**src/rtl/btn_conditioner.sv**
```systemverilog
// btn_conditioner: multi-channel push-button front end.
// Each channel has a polarity-corrected input flop and a SYNC_STAGES-deep
// synchroniser, followed by a stability-count debouncer. A level change is
// reported as a registered one-cycle press or release pulse.
// Optional auto-repeat of press pulses while a button is held is compiled in
// when the macro BTN_AUTOREPEAT_EN is defined. The ports are the same in both builds.
module btn_conditioner #(
    parameter int N_CH          = 4,
    parameter int SYNC_STAGES   = 2,
    parameter int DB_LIMIT      = 16,
    parameter int CNT_W         = 16,
    parameter int ACTIVE_LOW    = 0,
    parameter int REPEAT_DELAY  = 1000,
    parameter int REPEAT_PERIOD = 200
) (
    input  logic            clk,
    input  logic            rst,
    input  logic [N_CH-1:0] btn_raw,
    output logic [N_CH-1:0] btn_level,
    output logic [N_CH-1:0] btn_press,
    output logic [N_CH-1:0] btn_release
);

    localparam logic [N_CH-1:0]  POL    = (ACTIVE_LOW != 0) ? {N_CH{1'b1}} : {N_CH{1'b0}};
    localparam logic [CNT_W-1:0] DB_MAX = CNT_W'(DB_LIMIT - 1);

    // Reject illegal parameter combinations at elaboration time.
    if (SYNC_STAGES < 2 || SYNC_STAGES > 4) begin : g_bad_sync
        $error("btn_conditioner: SYNC_STAGES must be 2..4");
    end
    if (DB_LIMIT < 2 || (CNT_W < 31 && DB_LIMIT > (1 << CNT_W) - 1)) begin : g_bad_db
        $error("btn_conditioner: DB_LIMIT out of range for CNT_W");
    end
    if (REPEAT_DELAY < 1 || REPEAT_PERIOD < 1) begin : g_bad_rep
        $error("btn_conditioner: REPEAT_DELAY and REPEAT_PERIOD must be >= 1");
    end

    logic [N_CH-1:0]  pin_q;
    logic [N_CH-1:0]  sync_q [SYNC_STAGES];
    logic [N_CH-1:0]  s;
    logic [CNT_W-1:0] cnt      [N_CH];
    logic [CNT_W-1:0] cnt_next [N_CH];
    logic [N_CH-1:0]  lvl;
    logic [N_CH-1:0]  lvl_next;
    logic [N_CH-1:0]  rep_hit;

    // The input flop captures the polarity-corrected pin. The synchroniser chain follows it.
    always_ff @(posedge clk or posedge rst) begin
        if (rst) begin
            pin_q <= '0;
            for (int i = 0; i < SYNC_STAGES; i++) sync_q[i] <= '0;
        end else begin
            pin_q     <= btn_raw ^ POL;
            sync_q[0] <= pin_q;
            for (int i = 1; i < SYNC_STAGES; i++) sync_q[i] <= sync_q[i-1];
        end
    end

    assign s = sync_q[SYNC_STAGES-1];

    // Debounce next state. Any cycle that agrees with the current level restarts the count.
    always_comb begin
        lvl_next = lvl;
        for (int c = 0; c < N_CH; c++) begin
            cnt_next[c] = cnt[c];
            if (s[c] == lvl[c]) begin
                cnt_next[c] = '0;
            end else if (cnt[c] == DB_MAX) begin
                lvl_next[c] = s[c];
                cnt_next[c] = '0;
            end else begin
                cnt_next[c] = cnt[c] + CNT_W'(1);
            end
        end
    end

    // Debounced level and counters. The edge pulses are registered in the same cycle as the level change.
    always_ff @(posedge clk or posedge rst) begin
        if (rst) begin
            lvl         <= '0;
            btn_press   <= '0;
            btn_release <= '0;
            for (int c = 0; c < N_CH; c++) cnt[c] <= '0;
        end else begin
            lvl         <= lvl_next;
            btn_press   <= (lvl_next & ~lvl) | rep_hit;
            btn_release <= lvl & ~lvl_next;
            for (int c = 0; c < N_CH; c++) cnt[c] <= cnt_next[c];
        end
    end

    assign btn_level = lvl;

`ifdef BTN_AUTOREPEAT_EN
    localparam logic [CNT_W-1:0] RD_MAX = CNT_W'(REPEAT_DELAY - 1);
    localparam logic [CNT_W-1:0] RP_MAX = CNT_W'(REPEAT_PERIOD - 1);

    logic [CNT_W-1:0] rc      [N_CH];
    logic [CNT_W-1:0] rc_next [N_CH];
    logic [N_CH-1:0]  first;
    logic [N_CH-1:0]  first_next;

    // Repeat timing: the first gap uses the long delay and later gaps use the period.
    // A release seen in the same cycle takes priority over a repeat.
    always_comb begin
        rep_hit    = '0;
        first_next = first;
        for (int c = 0; c < N_CH; c++) begin
            rc_next[c] = rc[c];
            if (!lvl_next[c]) begin
                rc_next[c]    = '0;
                first_next[c] = 1'b0;
            end else if (!lvl[c]) begin
                rc_next[c]    = '0;
                first_next[c] = 1'b1;
            end else if ((first[c] && rc[c] == RD_MAX) || (!first[c] && rc[c] == RP_MAX)) begin
                rep_hit[c]    = 1'b1;
                rc_next[c]    = '0;
                first_next[c] = 1'b0;
            end else begin
                rc_next[c] = rc[c] + CNT_W'(1);
            end
        end
    end

    // Repeat counter and first-repeat flag registers.
    always_ff @(posedge clk or posedge rst) begin
        if (rst) begin
            first <= '0;
            for (int c = 0; c < N_CH; c++) rc[c] <= '0;
        end else begin
            first <= first_next;
            for (int c = 0; c < N_CH; c++) rc[c] <= rc_next[c];
        end
    end
`else
    assign rep_hit = '0;
`endif

endmodule

```
**config.mk**
```make
export PLATFORM = sky130hd
export DESIGN_NAME = btn_conditioner
export DESIGN_NICKNAME = d
export VERILOG_FILES = /design/src/rtl/btn_conditioner.sv
export SDC_FILE = /design/constraint.sdc
export NUM_CORES = 1
export LEC_CHECK = 0
export ABC_AREA = 1
export CORE_MARGIN = 1
export CORE_UTILIZATION = 55
export DETAILED_ROUTE_END_ITERATION = 16
export PLACE_DENSITY = 0.85
export RECOVER_POWER = 100
export SYNTH_ARGS = -nofsm -noshare
export SYNTH_HDL_FRONTEND = slang
export SYNTH_SLANG_ARGS = --single-unit
```
**constraint.sdc**
```tcl
create_clock -name clk -period 2.91 [get_ports clk]
set_clock_uncertainty 0.05 [all_clocks]
set_input_delay 0.4365 -clock clk [delete_from_list [all_inputs] [get_ports clk]]
set_output_delay 0.4365 -clock clk [all_outputs]
set_load 0.03 [all_outputs]
```
; ---- Word level (Yosys, flattened, before mapping)
; Cells that the tools add are included.
[word_totals]
reg_bits = 88
input_bits = 6
out_inout_bits = 12
[classes]
n_eq_ne = 8
n_bitwise = 4
n_mux = 16
addsub = 4
[op_table]
columns = operator, n
row1 = 16-bit 2-to-1 mux, 8
row2 = 16-bit by 1-bit adder with 16-bit output (second input constant), 4
row3 = 16-bit by 4-bit equality test with 1-bit output (second input constant), 4
row4 = 4-bit AND, 2
row5 = 1-bit 2-to-1 mux, 8
row6 = 4-bit NOT, 2
row7 = 1-bit equality test, 4

; ---- Longest topological paths before layout
; Gate-level depths: netlist of run 1.
[depth]
depth_word = 5
mapped_depth = 8
depth_no_buf = 8

; ---- Worst setup path before layout of run 1
; No wires, ideal clock.
[synth_timing]
path_kind = reg-to-reg
start = register cnt[0] in the netlist's numbering
end = register cnt[0] in the netlist's numbering
arrival_ns = 1.134
slack_ns = 1.603
path_stages_with_launch = 7
setup_ns = 0.122
path_cell_list = dfrtp_1 -> ha_1 -> nand3_2 -> nor2_1 -> nand2_1 -> nand2_1 -> nor2_1
[synth_rtl]
columns = item, line_no
row1 = start: declaration, 41  ; logic [CNT_W-1:0] cnt [N_CH];

; ---- Final worst setup path of run 1
[layout_timing]
start = register lvl[2] (netlist: btn_level[2])
end = output btn_level[2]
[layout_rtl]
columns = item, line_no
row1 = start: declaration, 43  ; logic [N_CH-1:0] lvl;
row2 = start signal: assignment, 85  ; lvl <= lvl_next;
row3 = end: declaration, 19  ; output logic [N_CH-1:0] btn_level,
; No word-level cell between the ends.

==> qor_table.md, run 1 <==
| Item | Reported | Unit |
| --- | --- | --- |
| DRT Wirelength | 8.70 | mm |
| Post-synthesis adder-cell area fraction | 1.16 | % |
| Area Overhead vs Synth | 11.4 | % |
| Cell Count Post-Placement | 674 | - |
| Starting density of the core | 58.1 | % |
| Antenna viol nets, final | 0 | - |
| H-tree depth reported by CTS | 3 | - |
| Detailed router's first-iteration violation count | 170 | - |
| Max capacitance violation total | 1 | - |
| Design area | 4800 | um^2 |
| Most common cell after layout, fill and taps aside | nor2_1 | - |
| Number of placement rows | 31 | - |
| Status | finished with violations | - |
| Leakage power | 2.16 | nW |
| Wire length of the first global-routing pass | 15.1 | mm |
| TNS Setup | 0 | ns |
| Number of optimization iterations in the first detailed-route pass | 5 | - |
| Diodes inserted | 0 | - |
| Violations in the final reports | capacitance limit | - |
| GRT met3 Usage | 3.45 | % |
| Gp weighted congestion | 0.902 | - |
| Final Hold Fails | 0 | - |
| Total of cells resized after clock tree synthesis | 0 | - |
| Critical path's top delay family | buffers and inverters | - |
| Xor/xnor cell area share of the yosys netlist | 4.07 | % |
| Crit path arrival time | 1.52 | ns |
| Final Slew Violations | 0 | - |
| Post-synthesis async set-or-reset flop share | 100 | % |
| Fin util | 64.8 | % |
| Largest family of logic cells by synthesized area | simple AND/OR/NAND/NOR gates | - |
| Minimum period implied by the final worst setup slack | 2.01 | ns |
| Worst vdd rail ir drop | 0.500 | mV |
| Worst min path class | reg2reg | - |
| Total track usage | 22.9 | % |
| Slew HR | 1.60 | % |
| Post-synthesis instance total | 560 | - |
| Met2 Track Usage GR | 39.2 | % |
| I/O Pins | 18 | - |
| Critical-path cell with the highest stage delay | dlygate4sd3_1 | - |
| Kind of start point of the critical path | register | - |
| Count of non-filler cells in the finished layout | 690 | - |
| Clock transition at the registers of the reported paths | 0.09 | ns |
| Total CTS buffers | 9 | - |
| Source-to-sink clock delay at the later pin of the worst-skew pair | 0.35 | ns |
| Count of buffering cells on the critical path with inverters included | 1 | - |
| Met1 Track Usage GR | 28.7 | % |
| Final critical-path share of the clock period | 68.9 | % |
| Clock tree root buffer cell | clkbuf_8 | - |
| Die Ht | 90.5 | um |
| DIE AREA | 8190 | um^2 |
| Layer carrying the most global-route usage | met2 | - |
| Synthesis warning total | 0 | - |
| Placed Instance Area | 4610 | um^2 |
| Clock buffer depth | 2 | - |
| Fraction of synthesized area in multiplexers | 0 | % |
| Routed wire per std cell | 12.6 | um |
| Largest stage delay, worst path | 0.76 | ns |
| Share of the yosys chip area belonging to registers | 51.1 | % |
| Unrepaired setup endpoints after global routing | false | - |
| CP Cell Sequence | dlygate4sd3_1 | - |
| Setup violators final | 0 | - |
| Clock tree from TritonCTS | built | - |
| Post-CTS Repair Setup Buffers | 0 | - |
| CP Max Fanout | 5 | - |
| Cts hold-fix bufs | 0 | - |
| Cell area after synthesis | 4310 | um^2 |
| Number of nets in the final layout | 596 | - |
| Minimum setup slack in the final design | 0.904 | ns |
| Fraction of layout instances using a drive strength above 1 | 4.40 | % |
| Simple-Gate Fraction of Synth Area | 35.2 | % |
| Vias per cell | 5.28 | - |
| Critical Setup Path Class | reg2out | - |
| Slew at the pin closest to its max-slew limit | 1.47 | ns |
| Total via count in the routed design | 3646 | - |
| Number of global-route vias before repair | 3548 | - |
| Total overflow reported by the global router | 0 | - |
| Power density over the cells | 457 | nW/um^2 |
| Antenna violations before repair | 0 | - |
| FMAX | 0.498 | GHz |
| Pin count of the biggest net entering global routing | 41 | - |
| Required time reported for the critical path endpoint | 2.42 | ns |
| TritonCTS Sinks | 88 | - |
| Flops & latches, synth | 88 | - |
| EDFF count, synth | 0 | - |
| Avg Cell Area, Syn | 7.69 | um^2 |
| Nature of the critical path endpoint | output port | - |
| DRC Markers | 0 | - |
| Distinct cells, synth | 20 | - |
| Leading cell types in the layout, fill and taps excluded | 149 x nor2_1, 129 x nand2_1, 88 x dfrtp_1 | - |
| Most frequently used flop master after synthesis | dfrtp_1 | - |
| Fraction of the mapped netlist area in compound gates | 2.44 | % |
| Syn Nets | 570 | - |
| Die X-Extent | 90.5 | um |
| Setup Slack @ Placement | 1.14 | ns |
| Core box area | 7410 | um^2 |
| Dpl hpwl | 6.30 | mm |
| Total of buffers placed on input and output ports | 17 | - |
==> cell usage after synthesis, types with 4 or more instances <==
cell type	instances	area (um^2)
inv_1	62	233
nand2_1	129	484
xnor2_1	5	43.8
ha_1	4	50.1
o21ai_0	8	40.0
nand3_1	31	155
dfrtp_1	88	2200
buf_2	4	20.0
xor2_1	15	131
a21oi_1	4	20.0
nand4_1	24	150
o21ai_1	6	30.0
nor3_1	15	75.1
nor2_1	149	559
==> path summary, 6_finish.rpt <==
path / from / end / slack [ns] / cells past startpoint
worst min-delay path: sync_q[5]$_DFF_PP0_ / s[1]$_DFF_PP0_ / 0.30 / 0
worst min register to register: sync_q[5]$_DFF_PP0_ / s[1]$_DFF_PP0_ / 0.30 / 0
max in group asynchronous: rst / btn_press[3]$_DFF_PP0_ / 1.12 / 3
worst max-delay path: btn_level[2]$_DFF_PP0_ / btn_level[2] / 0.90 / 1
min in group asynchronous: rst / cnt[38]$_DFF_PP0_ / 0.82 / 2
worst max register to register: btn_level[3]$_DFF_PP0_ / cnt[4]$_DFF_PP0_ / 1.16 / 6
==> flip-flops by register name, summed over array words and instances (netlist names) <==
register,count
btn_level,4
btn_press,4
btn_release,4
cnt,64
pin_q,4
s,4
sync_q,4
==> where the power goes <==
| group | total, W | internal (W) | switching, W |
|---|---|---|---|
| logic | 0.0000797 | 0.0000235 | 0.0000562 |
| clock network | 0.000848 | 0.000423 | 0.000425 |
| registers | 0.00127 | 0.00124 | 0.0000215 |
==> routing by layer <==
metal	share of wire [%]	routed length (um)
met3	4.5	390
met5	0	0
met2	49	4280
met1	44	3830
met4	2.2	189
==> final cells by class <==
| type | instances | area [um^2] |
|---|---|---|
| clock buffer | 12 | 145 |
| multi-input combinational | 404 | 1830 |
| fill | 615 | 2610 |
| inverter | 64 | 241 |
| tap | 99 | 124 |
| sequential | 88 | 2200 |
| clock inverter | 4 | 53.8 |
| timing repair buffer | 19 | 198 |
==> cells by family (layout without fill, tap and decap cells) <==
kind of cell | Yosys count | after routing
and+or+nand+nor | 360 | 360
AOI/OAI and AO/OA | 20 | 20
DFF | 88 | 88
buffers and inverters | 68 | 99
xor gates and xnor gates | 20 | 20
adders and majority gates | 4 | 4
==> per-stage QoR <==
stage	hold slack (ns)	power, W
CTS	0.299	0.00222
finish	0.301	0.00219
global placement	0.282	0.00137
floorplan	0.281	0.00134
detailed placement	0.295	0.00137
global route	0.316	0.00228
(Power assumes the default switching activity.)
==> inputs of run 2 (changes only) <==
--- a/config.mk
+++ b/config.mk
@@ -9,7 +9,7 @@
 export CORE_MARGIN = 1
 export CORE_UTILIZATION = 55
 export DETAILED_ROUTE_END_ITERATION = 16
-export PLACE_DENSITY = 0.85
+export PLACE_DENSITY = 0.82
 export RECOVER_POWER = 100
 export SYNTH_ARGS = -nofsm -noshare
 export SYNTH_HDL_FRONTEND = slang
==> constraint.sdc (replaced) <==
create_clock -name clk -period 2.05 [get_ports clk]
set_clock_uncertainty 0.05 [all_clocks]
set_input_delay 0.3075 -clock clk [delete_from_list [all_inputs] [get_ports clk]]
set_output_delay 0.3075 -clock clk [all_outputs]
set_load 0.03 [all_outputs]
==> run 2 against run 1 <==
The flow now finishes without violations. Via count increased by 0.44%. Cell area increased by 0.57%. Utilization increased by 0.37 points. Flip-flop and latch count unchanged. Sequential share of layout area decreased by 0.26 points. Final cell count increased by 0.58%. Register-to-register slack got worse by 0.74 ns. Critical endpoint is now btn_level[3]. Critical path depth unchanged. Clock power increased by 59%. Hold slack got worse by 0.0075 ns.
==> qor_table.md, run 2 (synthesized netlist as in run 1, its figures left out) <==
| Item | Reported | Unit | Change |
| --- | --- | --- | --- |
| Unrepaired setup endpoints after global routing | false | - |  |
| Critical-path cell with the highest stage delay | dlygate4sd3_1 | - |  |
| Clock tree from TritonCTS | built | - |  |
| TNS Setup | 0 | ns | unchanged |
| Crit path arrival time | 1.54 | ns | +0.02 ns |
| Minimum period implied by the final worst setup slack | 1.90 | ns |  |
| FMAX | 0.527 | GHz |  |
| Routed wire per std cell | 12.8 | um | +1.2% |
| H-tree depth reported by CTS | 3 | - | unchanged |
| Pin count of the biggest net entering global routing | 56 | - | +37% |
| Setup violators final | 0 | - | unchanged |
| Total of cells resized after clock tree synthesis | 0 | - | unchanged |
| Diodes inserted | 0 | - | unchanged |
| Leakage power | 2.18 | nW | +0.98% |
| Power density over the cells | 675 | nW/um^2 | +48% |
| Count of buffering cells on the critical path with inverters included | 1 | - | unchanged |
| R2r setup slk | 0.42 | ns | -0.74 ns |
| Total CTS buffers | 9 | - | unchanged |
| Worst vdd rail ir drop | 0.558 | mV | +12% |
| Total of buffers placed on input and output ports | 17 | - | unchanged |
| Antenna violations before repair | 0 | - | unchanged |
| TritonCTS Sinks | 88 | - | unchanged |
| Max reg flops | 64 | - | unchanged |
| Kind of start point of the critical path | register | - |  |
| Number of placement rows | 31 | - | unchanged |
| DRT Wirelength | 8.85 | mm | +1.8% |
| Final Slew Violations | 0 | - | unchanged |
| Most common cell after layout, fill and taps aside | nor2_1 | - |  |
| Cell Count Post-Placement | 678 | - | +0.59% |
| Total of fill cells in the finished design | 628 | - | +2.1% |
| Detailed router's first-iteration violation count | 232 | - | +36% |
| Wire length of the first global-routing pass | 15.3 | mm | +1.7% |
| Status | finished clean | - |  |
| Dpl hpwl | 6.32 | mm | +0.28% |
| Starting density of the core | 58.1 | % | unchanged |
| Placed Instance Area | 4640 | um^2 | +0.71% |
| I/O Pins | 18 | - | unchanged |
| Total power after layout | 0.00326 | W | +49% |
| Total overflow reported by the global router | 0 | - | unchanged |
| Critical path's top delay family | buffers and inverters | - |  |
| Final critical-path share of the clock period | 92.5 | % |  |
| Die X-Extent | 90.5 | um | unchanged |
| Leading cell types in the layout, fill and taps excluded | 149 x nor2_1, 129 x nand2_1, 88 x dfrtp_1 | - |  |
| Worst min path class | reg2reg | - |  |
| Clock tree root buffer cell | clkbuf_8 | - |  |
| Max capacitance violation total | 0 | - | -1 |
| Nature of the critical path endpoint | output port | - |  |
| Fin util | 65.1 | % | +0.37 points |
| Required time reported for the critical path endpoint | 1.69 | ns | -0.73 ns |
| Number of optimization iterations in the first detailed-route pass | 5 | - | unchanged |
| Antenna viol nets, final | 0 | - | unchanged |
| Gp weighted congestion | 0.950 | - | +5.2% |
| Final Hold Fails | 0 | - | unchanged |
| CP Max Fanout | 5 | - | unchanged |
| Slew HR | 13.8 | % | +12 points |
| Post-CTS Repair Setup Buffers | 0 | - | unchanged |
| CP Cell Sequence | dlygate4sd3_1 | - |  |
| Design area | 4830 | um^2 | +0.57% |
| Count of non-filler cells in the finished layout | 694 | - | +0.58% |
| Vias per cell | 5.28 | - | -0.14% |
| Fraction of layout instances using a drive strength above 1 | 4.37 | % | -0.030 points |
| Register bank with the most flops | cnt | - |  |
| Number of global-route vias before repair | 3484 | - | -1.8% |
| Largest stage delay, worst path | 0.76 | ns | about the same |
| Area Overhead vs Synth | 12.1 | % |  |
| Slew at the pin closest to its max-slew limit | 1.29 | ns | -0.175 ns |
| Total track usage | 23.5 | % | +0.66 points |
| Core box area | 7410 | um^2 | unchanged |
| DIE AREA | 8190 | um^2 | unchanged |
| Clock buffer depth | 2 | - | unchanged |
| Critical Setup Path Class | reg2out | - |  |
| Number of nets in the final layout | 600 | - | +0.67% |
| DRC Markers | 0 | - | unchanged |
| Source-to-sink clock delay at the later pin of the worst-skew pair | 0.36 | ns | about the same |
| Cts hold-fix bufs | 0 | - | unchanged |
| Die Ht | 90.5 | um | unchanged |
| Total via count in the routed design | 3662 | - | +0.44% |
| Clock transition at the registers of the reported paths | 0.09 | ns | about the same |
[run 2: cell types whose count changed in the layout (fill, tap and decap cells not counted), sizes merged]
| cell | change |
|---|---|
| clkinvlp | -1 |
| clkinv | +1 |
| inv | +2 |
| clkdlybuf4s50 | +1 |
| buf | -2 |
| bufinv | +1 |
| clkbuf | +3 |
| dlygate4sd3 | -1 |
[run 2: per-layer routing]
layer | vias to the layer above | share of wire (%) | GRT usage, %
met3 | 20 | 4.1 | 3.79
met4 | 0 | 2.3 | 10.8
met1 | 1724 | 45 | 30.8
li1 | 1824 | - | -
met2 | 94 | 49 | 38.5
met5 | - | 0 | 0
[run 2: final cells by class]
cell class / count / area, um^2 / share of cell area (%)
tap: 99 / 124 / 2.57
inverter: 64 / 244 / 5.06
timing repair buffer: 23 / 195 / 4.04
clock buffer: 9 / 124 / 2.57
clock inverter: 7 / 103 / 2.13
multi-input combinational: 404 / 1830 / 38.0
sequential: 88 / 2200 / 45.6
[run 2: where the power goes]
part	internal (W)	leakage [nW]	total, W	switching (W)
clock	0.000699	0.110	0.00135	0.000654
sequential	0.00177	1.19	0.00179	0.0000289
combinational	0.0000310	0.881	0.000111	0.0000798
[run 2: path summary, 6_finish.rpt]
kind / to / depth (start not counted) / startpoint
min in group asynchronous: sync_q[5]$_DFF_PP0_ / 3 / rst
setup / recovery: btn_level[3] / 1 / btn_level[3]$_DFF_PP0_
setup reg to reg: cnt[7]$_DFF_PP0_ / 5 / btn_level[3]$_DFF_PP0_
max in group asynchronous: cnt[7]$_DFF_PP0_ / 3 / rst
hold / removal: sync_q[5]$_DFF_PP0_ / 0 / pin_q[1]$_DFF_PP0_
hold reg to reg: sync_q[5]$_DFF_PP0_ / 0 / pin_q[1]$_DFF_PP0_
[run 2: metrics by stage]
step	hold slack (ns)	setup WS, ns
floorplan	0.281	0.671
global placement	0.283	0.620
detailed placement	0.285	0.539
CTS	0.297	0.205
global route	0.306	0.0838
finish	0.294	0.154
==> inputs of run 3 (changes only) <==
--- a/config.mk
+++ b/config.mk
@@ -11,6 +11,7 @@
 export DETAILED_ROUTE_END_ITERATION = 16
 export PLACE_DENSITY = 0.82
 export RECOVER_POWER = 100
+export SLEW_MARGIN = 20
 export SYNTH_ARGS = -nofsm -noshare
 export SYNTH_HDL_FRONTEND = slang
 export SYNTH_SLANG_ARGS = --single-unit
==> results of run 3 <==
No change in the layout: final DEF, timing and power equal those of run 2.
